===== config.mk =====
export PLATFORM = sky130hd
export DESIGN_NAME = pwm_ramp_controller
export DESIGN_NICKNAME = d
export VERILOG_FILES = /design/src/rtl/pwm_ramp_controller.sv
export SDC_FILE = /design/constraint.sdc
export NUM_CORES = 1
export LEC_CHECK = 0
export CAP_MARGIN = 20
export CORE_MARGIN = 3
export CORE_UTILIZATION = 55
export DETAILED_ROUTE_END_ITERATION = 10
export HOLD_SLACK_MARGIN = 0.03
export PLACE_DENSITY = 0.76
export SLEW_MARGIN = 20
export SYNTH_ARGS = -nofsm -noshare
export SYNTH_HDL_FRONTEND = slang
export SYNTH_SLANG_ARGS = --single-unit

===== constraint.sdc =====
create_clock -name iClk -period 7.1 [get_ports iClk]
set_clock_uncertainty 0.1 [all_clocks]
set_input_delay 2.13 -clock iClk [delete_from_list [all_inputs] [get_ports iClk]]
set_output_delay 2.13 -clock iClk [all_outputs]
set_load 0.005 [all_outputs]

===== src/rtl/pwm_ramp_controller.sv =====
// PWM period counter with soft-start duty ramping toward one of a fixed set of levels.
// Duty only moves at the period boundary, so a period never sees two compare values.
module pwm_ramp_controller #(
    parameter int PERIOD     = 100,
    parameter int LEVEL_STEP = 25,
    parameter int NUM_LEVELS = 5,
    parameter int RAMP_STEP  = 5
) (
    input  logic       iClk,
    input  logic       iReset,
    input  logic       iUp,
    input  logic       iDown,
    input  logic       iEnable,
    output logic [7:0] oDuty,
    output logic       oPWM,
    output logic       oPeriodStart,
    output logic       oBusy,
    output logic [2:0] oLevel
);

    typedef enum logic [1:0] {
        IDLE,
        RAMP_UP,
        RAMP_DOWN,
        HOLD
    } state_t;

    localparam logic [7:0] PERIOD_C     = 8'(PERIOD);
    localparam logic [7:0] LEVEL_STEP_C = 8'(LEVEL_STEP);
    localparam logic [7:0] RAMP_STEP_C  = 8'(RAMP_STEP);
    localparam logic [2:0] MAX_INDEX    = 3'(NUM_LEVELS - 1);

    logic [7:0] counter_q, counter_d;
    logic [2:0] index_q, index_d;
    logic [7:0] duty_q, duty_d;
    logic       pwm_q, pwm_d;
    state_t     state_q, state_d;

    logic [7:0] target;
    logic [7:0] gap;
    logic       boundary;

    always_ff @(posedge iClk) begin
        if (iReset) begin
            counter_q <= 8'd0;
            index_q   <= 3'd0;
            duty_q    <= 8'd0;
            pwm_q     <= 1'b0;
            state_q   <= IDLE;
        end else begin
            counter_q <= counter_d;
            index_q   <= index_d;
            duty_q    <= duty_d;
            pwm_q     <= pwm_d;
            state_q   <= state_d;
        end
    end

    always_comb begin
        boundary  = (counter_q == PERIOD_C);
        counter_d = boundary ? 8'd0 : counter_q + 8'd1;

        index_d = index_q;
        if (iUp && !iDown && index_q != MAX_INDEX) begin
            index_d = index_q + 3'd1;
        end else if (iDown && !iUp && index_q != 3'd0) begin
            index_d = index_q - 3'd1;
        end

        // Disabling only zeroes the target; the selected index is kept for resume.
        target = iEnable ? 8'(index_q) * LEVEL_STEP_C : 8'd0;

        gap    = 8'd0;
        duty_d = duty_q;
        if (boundary) begin
            if (duty_q < target) begin
                gap    = target - duty_q;
                duty_d = duty_q + ((gap < RAMP_STEP_C) ? gap : RAMP_STEP_C);
            end else if (duty_q > target) begin
                gap    = duty_q - target;
                duty_d = duty_q - ((gap < RAMP_STEP_C) ? gap : RAMP_STEP_C);
            end
        end

        pwm_d = (counter_q < duty_q);
    end

    // State tracks the relation of applied duty to the live target every cycle.
    always_comb begin
        state_d = state_q;
        if (duty_q < target) begin
            state_d = RAMP_UP;
        end else if (duty_q > target) begin
            state_d = RAMP_DOWN;
        end else if (duty_q == 8'd0) begin
            state_d = IDLE;
        end else begin
            state_d = HOLD;
        end
    end

    assign oDuty        = duty_q;
    assign oPWM         = pwm_q;
    assign oPeriodStart = (counter_q == 8'd0);
    assign oBusy        = (state_q == RAMP_UP) || (state_q == RAMP_DOWN);
    assign oLevel       = index_q;

endmodule


---- After elaboration in Yosys (flattened, before gate mapping) ----
Index checks and enable logic that the tools add are counted.
operators by class
  multiply operators ...................... 1
  magnitude comparators ................... 5
  add/sub/neg operators ................... 7
  multiplexer cells ....................... 10
  eq/ne operators ......................... 4
  reductions and logical operators ........ 15
operators with widths
  operator                                                                count
  8-bit 2-to-1 mux                                                        5
  8-bit subtractor                                                        3
  8-bit logical NOT                                                       2
  8-bit by 3-bit < comparator with 1-bit output (second input constant)   2
  8-bit < comparator                                                      2
  8-bit by 1-bit adder with 8-bit output (second input constant)          1
  8-bit adder                                                             1
  8-bit by 7-bit equality test with 1-bit output (second input constant)  1
  8-bit > comparator                                                      1
  3-bit by 5-bit multiplier with 8-bit output (second input constant)     1
  3-bit 2-to-1 mux                                                        2
  1-bit logical AND                                                       4
  2-bit 2-to-1 mux                                                        2
  2-bit nonzero test                                                      2
  2-bit OR reduction                                                      2
  3-bit by 1-bit adder with 3-bit output (second input constant)          1
  3-bit inequality test (second input constant)                           1
  3-bit nonzero test                                                      1
  3-bit by 1-bit subtractor with 3-bit output (second input constant)     1
  2-bit by 1-bit equality test with 1-bit output (second input constant)  1
  2-bit equality test (second input constant)                             1
  1-bit logical NOT                                                       2
  2-bit AND reduction                                                     1
  1-bit logical OR                                                        1
  1-bit 2-to-1 mux                                                        1
word-level totals
  logic and storage cells ................. 48
  register bits ........................... 22
  output and inout bits ................... 14

---- Logic depth before layout (Yosys ltp) ----
Gate-level depths: netlist of run 1.
  depth in word-level cells ............... 8
  mapped depth ............................ 27
  mapped depth without buffers ............ 26

---- Worst setup path before layout of run 1 ----
OpenSTA, ideal clock, no wires.
  path type ............................... input to register
  from .................................... input iEnable
  to ...................................... register duty_q[7], in the netlist oDuty[7]
  data required time ...................... 6872 ps
  arrival time ............................ 6344 ps
  buffers on the path ..................... 0
  stages .................................. 18
  setup slack ............................. 528 ps
  cell sequence ........................... nand2_1 -> ha_1 -> fa_1 -> nand2_1 -> a2111oi_2 -> nand4b_1 -> a2111o_1 -> or2_1 -> ha_1 -> a22oi_1 -> ha_1 -> nor2b_1 -> o21ai_0 -> a21oi_1 -> o41ai_1 -> and4b_1 -> mux2i_1 -> nand4_1
between the ends
  word-level cells in the longest chain between the ends .. 7
  elaborated cells between the ends (all ways) .. 15
  those cells by class .................... 4 x add/sub; 4 x order compare; 5 x mux; 2 x reduce/logical
ends and longest elaborated chain
  item                                           line  text
  start: declaration                             13    input logic iEnable,
  8-bit 2-to-1 mux (*)                           71    target = iEnable ? 8'(index_q) * LEVEL_STEP_C : 8'd0;
  8-bit subtractor                               80    gap = duty_q - target;
  8-bit by 3-bit < comparator with 1-bit output  81    duty_d = duty_q - ((gap < RAMP_STEP_C) ? gap : RAMP_STEP_C);
  8-bit 2-to-1 mux                               81
  8-bit subtractor                               81
  8-bit 2-to-1 mux                               79    end else if (duty_q > target) begin
  8-bit 2-to-1 mux                               76    if (duty_q < target) begin
  end signal: assignment                         53    duty_q <= duty_d;
  end: declaration                               35    logic [7:0] duty_q, duty_d;
Every way passes the cells marked *; elsewhere a longest branch is shown, timed or not. The select of a mux whose other input is x is not followed.
A chain may end at the register's enable or synchronous reset.

---- Worst setup path after layout of run 1 ----
Same ends and word-level chain as after synthesis.

==> results of run 1 <==
==> path summary, 6_finish.rpt <==
| kind | startpoint | to |
|---|---|---|
| worst max-delay path | iEnable | oDuty[7]$_SDFFE_PP0P_ |
| worst min-delay path | counter_q[0]$_SDFF_PP0_ | counter_q[0]$_SDFF_PP0_ |
| worst max register to register | oLevel[1]$_SDFFE_PP0P_ | oDuty[7]$_SDFFE_PP0P_ |
| worst min register to register | counter_q[0]$_SDFF_PP0_ | counter_q[0]$_SDFF_PP0_ |
==> cells in the mapped netlist, types with 6 or more instances <==
| master | n |
|---|---|
| dfxtp_1 | 22 |
| a21oi_1 | 15 |
| inv_1 | 29 |
| xnor2_1 | 10 |
| nor3_1 | 7 |
| o21ai_0 | 17 |
| nand3_1 | 6 |
| ha_1 | 38 |
| nand2_1 | 16 |
| nor2_1 | 30 |
| nand4_1 | 6 |
| mux2i_1 | 7 |
| xor2_1 | 7 |
| a21o_1 | 7 |
==> cells by family after synthesis <==
| logic type | synth area share |
|---|---|
| AND/OR/NAND/NOR | 0.207 |
| AO/OA/AOI/OAI | 0.217 |
| adder cells (fa/ha/maj) | 0.230 |
| buffers and inverters | 0.0663 |
| flip-flops | 0.182 |
| XOR/XNOR | 0.0683 |
| multiplexers | 0.0290 |
==> per-layer routing <==
metal,vias to the layer above,wire [um],global-route usage
li1,1131,-,-
met1,1049,2830,0.347
met2,62,2570,0.356
met3,7,370,0.0208
met4,0,72,0.0668
met5,-,0,0
==> layout make-up <==
type	count	area, sq um
sequential	22	440
clock buffer	3	41.3
tap	50	62.6
timing repair buffer	35	308
clock inverter	1	30.0
multi-input combinational	240	1840
inverter	29	109
fill	351	1280
==> registers in the layout, summed over array words and instances (netlist names) <==
name	flops
oLevel	3
oDuty	8
oPWM	1
state_q	2
counter_q	8
==> critical path, delay by kind of cell <==
family	cells	cell delay (ns)
buffers and inverters	4	0.96
adder cells (fa/ha/maj)	4	1.23
AND/OR/NAND/NOR	8	0.95
AO/OA/AOI/OAI	7	1.61
==> where the power goes <==
| group | total (mW) | internal (mW) | switching (mW) |
|---|---|---|---|
| sequential | 0.144 | 0.133 | 0.0113 |
| clock | 0.123 | 0.0755 | 0.0473 |
| combinational | 0.474 | 0.228 | 0.246 |
==> timing repair <==
item | in CTS | in global routing
resized for setup | 0 | 7
hold buffers | 0 | 0
endpoints found under the setup margin | 0 | 1
buffers inserted | 0 | 5
==> results_dict.tcl, run 1 <==
set metrics [dict create \
    outcome "completed" \
    finalPower_uw 741 \
    critPathLaunchType "input port" \
    r2r_cells 27 \
    leakagePower_nw 1.24 \
    cpPeakStageDelay_ns 0.54 \
    dp_cells 371 \
    hpwl_um 4440 \
    clk_latency_ns 0.27 \
    yosysUniqueCellTypes 60 \
    track_usage 0.233 \
    io_pins 19 \
    layout_setup_ws_ns 0.312 \
    die_y_um 72.3 \
    final_antenna_net_count 0 \
    fin_cells 380 \
    syn_nets 348 \
    fin_crit_sh 0.956 \
    fin_tns_setup_ns 0 \
    tightestPinTransition_ns 0.631 \
    fin_area_sq_um 2840 \
    reg2reg_slack_ns 1.49 \
    yosys-top-cells-area "ha_1 20%, dfxtp_1 18%, nor2_1 4.7%, inv_1 4.5%, xnor2_1 3.6%" \
    drtIter0Drc 172 \
    critPathSlowestCell "fa_2" \
    grt_pass1_vias 2058 \
    finalHoldViolations 0 \
    num-nets-final 378 \
    ys_async_sr_fraction 0 \
    crit_chain "clkdlybuf4s50_1 -> nand2_2 -> ha_2 -> fa_2 -> nand2_1 -> a2111oi_4 -> nand4b_1 -> a2111o_1 -> buf_4 -> nor2_1 -> ha_2 -> nand2_1 -> or3_1 -> o211ai_1 -> ha_1 -> o21ai_1 -> a21oi_1 -> o41ai_1 -> buf_4 -> buf_4 -> nand4b_1 -> o22a_1 -> nand4_1" \
    rsz0062_at_grt "false" \
    core-area_sq_um 4120 \
    path_common_cell "buf_4" \
    synthToLayoutAreaGrowth_pct 17.3 \
    netlist_instances 301 \
    synth_top_area_cell "ha_1" \
    cts.reportedPaths.clkPinSlew_ns 0.09 \
    ir_drop_uv 170 \
    clockRootBuffer "clkbuf_8" \
    cts_inserted_buffers 3 \
    whs_path_depth 1 \
    place_area_sq_um 2700 \
    cp.required_ns 7.22 \
    place_ws_ns -0.0245 \
    synth_edf_count 0 \
    ys_ff_latch 22 \
    path_max_fanout 6 \
    max_slew_margin 0.578 \
    arrival_ns 6.91 \
    postLayoutCoreUtil 0.689 \
    vias_per_cell 5.92 \
    drc 0 \
    antenna_cells 0 \
    start_util 0.587 \
    placementRows 23 \
    final_common_cell "ha_1" \
    cts_sinks 22 \
    cts_buffer_depth 2 \
    setup_viol 0 \
    whs_ns 0.384 \
    h-tree-depth 1 \
    synthesis.area_sq_um 2420 \
    dr_total_vias 2249 \
    max_freq_mhz 147 \
    synth-main-ff-cell "dfxtp_1" \
    final_cell_mix "36 x ha_1, 30 x nor2_1, 29 x inv_1" \
    dr.pass1.iters 4 \
    die_x_um 72.3 \
    overflow 0 \
    gp_congestion 0.977 \
    cts_tree "done" \
    synth_top_area_share 0.197 \
    crit_path_end_kind "flip-flop" \
    grt_max_degree 18 \
    die_area_sq_um 5230 \
    drive_above_1_share 0.0970 \
    fin_crit_ns 6.79 \
    grt_pass1_wl_um 9690 \
    drt-total-wl_um 5840 \
    syn_avg_cell_area_sq_um 8.03 \
    wl_per_cell_um 15.4 \
    slew_violations 0 \
    critPathKind "in2reg" \
    drv_cap 0 \
    grt_antenna_before_repair 0 \
    p_per_area_nw_per_um2 261 \
    hp-class "reg2reg" \
    seq_area_frac_synth 0.182 \
    io_buffer_count 18 \
    ys.warnings.count 0 \
]
Note: power is estimated with default switching activity, not from simulation.
==> run 2, diff against run 1 <==
SKIP_CTS_REPAIR_TIMING = 1   (was default)
clock period = 8.3 ns   (was 7.1 ns; I/O delays follow)
==> run 2 against run 1 <==
Against the previous run:
- worst setup slack improved by 0.47 ns
- sequential power is 15% lower
- clock-buffer cell count stayed put
- first-iteration DRC count down 22%
- clock power down 15%
- global-route usage rose by 0.40 points
- combinational power decreased by 23%
- total power fell by 20%
- die area did not move
- flip-flop and latch count stayed put
- final area shrank 4.9%
- routed wire length rose by 0.58%
- critical path type unchanged
- largest power group unchanged
==> results_dict.tcl, run 2 (synthesis gave the netlist of run 1 again) <==
set metrics [dict create \
    h-tree-depth 1 \
    critPathKind "in2reg" \
    power_switching_uw 251 \
    layout_setup_ws_ns 0.781 \
    drt-total-wl_um 5880 \
    die_area_sq_um 5230 \
    drc 0 \
    antenna_cells 0 \
    path_common_cell "ha_1" \
    critPathSlowestCell "clkdlybuf4s50_1" \
    fin_tns_setup_ns 0 \
    core-area_sq_um 4120 \
    final_antenna_net_count 0 \
    cts_buffer_depth 2 \
    max_freq_mhz 133 \
    place_ws_ns 0.574 \
    grt_max_degree 18 \
    slew_violations 0 \
    crit_chain "clkdlybuf4s50_1 -> nand2_1 -> ha_1 -> fa_1 -> xnor2_2 -> a2111oi_2 -> nand4b_1 -> a2111o_1 -> or2_1 -> ha_1 -> a22oi_1 -> ha_1 -> nor2b_1 -> o21ai_0 -> a21oi_1 -> o41ai_1 -> buf_4 -> and4b_1 -> mux2i_1 -> nand4_1" \
    dr.pass1.iters 4 \
    die_x_um 72.3 \
    die_y_um 72.3 \
    dp_cells 361 \
    whs_ns 0.384 \
    max_slew_margin 0.458 \
    cpPeakStageDelay_ns 0.57 \
    drtIter0Drc 135 \
    num-nets-final 363 \
    placementRows 23 \
    finalHoldViolations 0 \
    postLayoutCoreUtil 0.655 \
    hp-class "reg2reg" \
    synthToLayoutAreaGrowth_pct 11.5 \
    crit_path_end_kind "flip-flop" \
    overflow 0 \
    vias_per_cell 6.09 \
    fillCellCount 370 \
    final_common_cell "ha_1" \
    setup_viol 0 \
    io_pins 19 \
    drive_above_1_share 0.0381 \
    p_int_uw 338 \
    drv_cap 0 \
    clockRootBuffer "clkbuf_8" \
    track_usage 0.237 \
    p_per_area_nw_per_um2 219 \
    fin_crit_ns 7.52 \
    leakagePower_nw 1.17 \
    ir_drop_uv 172 \
    start_util 0.587 \
    cts_sinks 22 \
    place_area_sq_um 2620 \
    rsz0062_at_grt "false" \
    grt_pass1_wl_um 9830 \
    power_frac_seq 0.208 \
    clk_latency_ns 0.27 \
    cts.reportedPaths.clkPinSlew_ns 0.09 \
    hpwl_um 4450 \
    finalPower_uw 589 \
    pwr-share-clk 0.176 \
    cts_tree "done" \
    dr_total_vias 2222 \
    tightestPinTransition_ns 0.805 \
    fin_cells 365 \
    switching_share 0.426 \
    grt_pass1_vias 2130 \
    final_cell_mix "38 x ha_1, 30 x nor2_1, 29 x inv_1" \
    grt_antenna_before_repair 0 \
    p_comb_frac 0.616 \
    gp_congestion 0.891 \
    cts_inserted_buffers 3 \
    arrival_ns 7.57 \
    cp.required_ns 8.35 \
    path_max_fanout 7 \
    io_buffer_count 18 \
    fin_crit_sh 0.906 \
    fin_area_sq_um 2700 \
    outcome "completed" \
    critPathLaunchType "input port" \
    wl_per_cell_um 16.1 \
]
run 2: final timing paths:
check                            endpoint               startpoint  slack, ns  depth (start not counted)
setup / recovery    oDuty[7]$_SDFFE_PP0P_                  iEnable       0.78                         20
hold / removal    counter_q[0]$_SDFF_PP0_  counter_q[0]$_SDFF_PP0_       0.38                          1
setup reg to reg    oDuty[7]$_SDFFE_PP0P_   oLevel[1]$_SDFFE_PP0P_       2.44                         25
hold reg to reg   counter_q[0]$_SDFF_PP0_  counter_q[0]$_SDFF_PP0_       0.38                          1
run 2: layout make-up:
cell class                      count  area [sq um]  share of cell area
Multi-Input combinational cell    240          1820               0.674
Sequential cell                    22           440               0.163
Timing Repair Buffer               20           195              0.0724
Inverter                           29           109              0.0404
Tap cell                           50          62.6              0.0232
Clock buffer                        3          41.3              0.0153
Clock inverter                      1          30.0              0.0111
run 2: power groups by stage:
stage / registers, mW / clock network [mW] / logic [mW]
global route: 0.124 / 0.110 / 0.405
CTS: 0.123 / 0.106 / 0.359
detailed placement: 0.125 / 0 / 0.354
floorplan: 0.124 / 0 / 0.274
finish: 0.123 / 0.104 / 0.363
global placement: 0.125 / 0 / 0.347
run 2: routing by layer:
metal	GRT usage	up-vias	part of all wire
met3	0.0360	14	0.039
met4	0.0793	0	0.025
met5	0	-	0
met2	0.383	58	0.45
li1	-	1114	-
met1	0.322	1036	0.49
run 2: critical path, delay by kind of cell:
kind                       cells  cell delay (ns)
xor gates and xnor gates       1             0.21
and+or+nand+nor                6             0.96
muxes                          1             0.12
buffers and inverters          2             0.77
AOI/OAI and AO/OA              6             1.72
adders and majority gates      4             1.29
==> run 3, diff against run 2 <==
SLEW_MARGIN = default   (was 20)
==> results of run 3 <==
No change in the layout: final DEF, timing and power equal those of run 2.
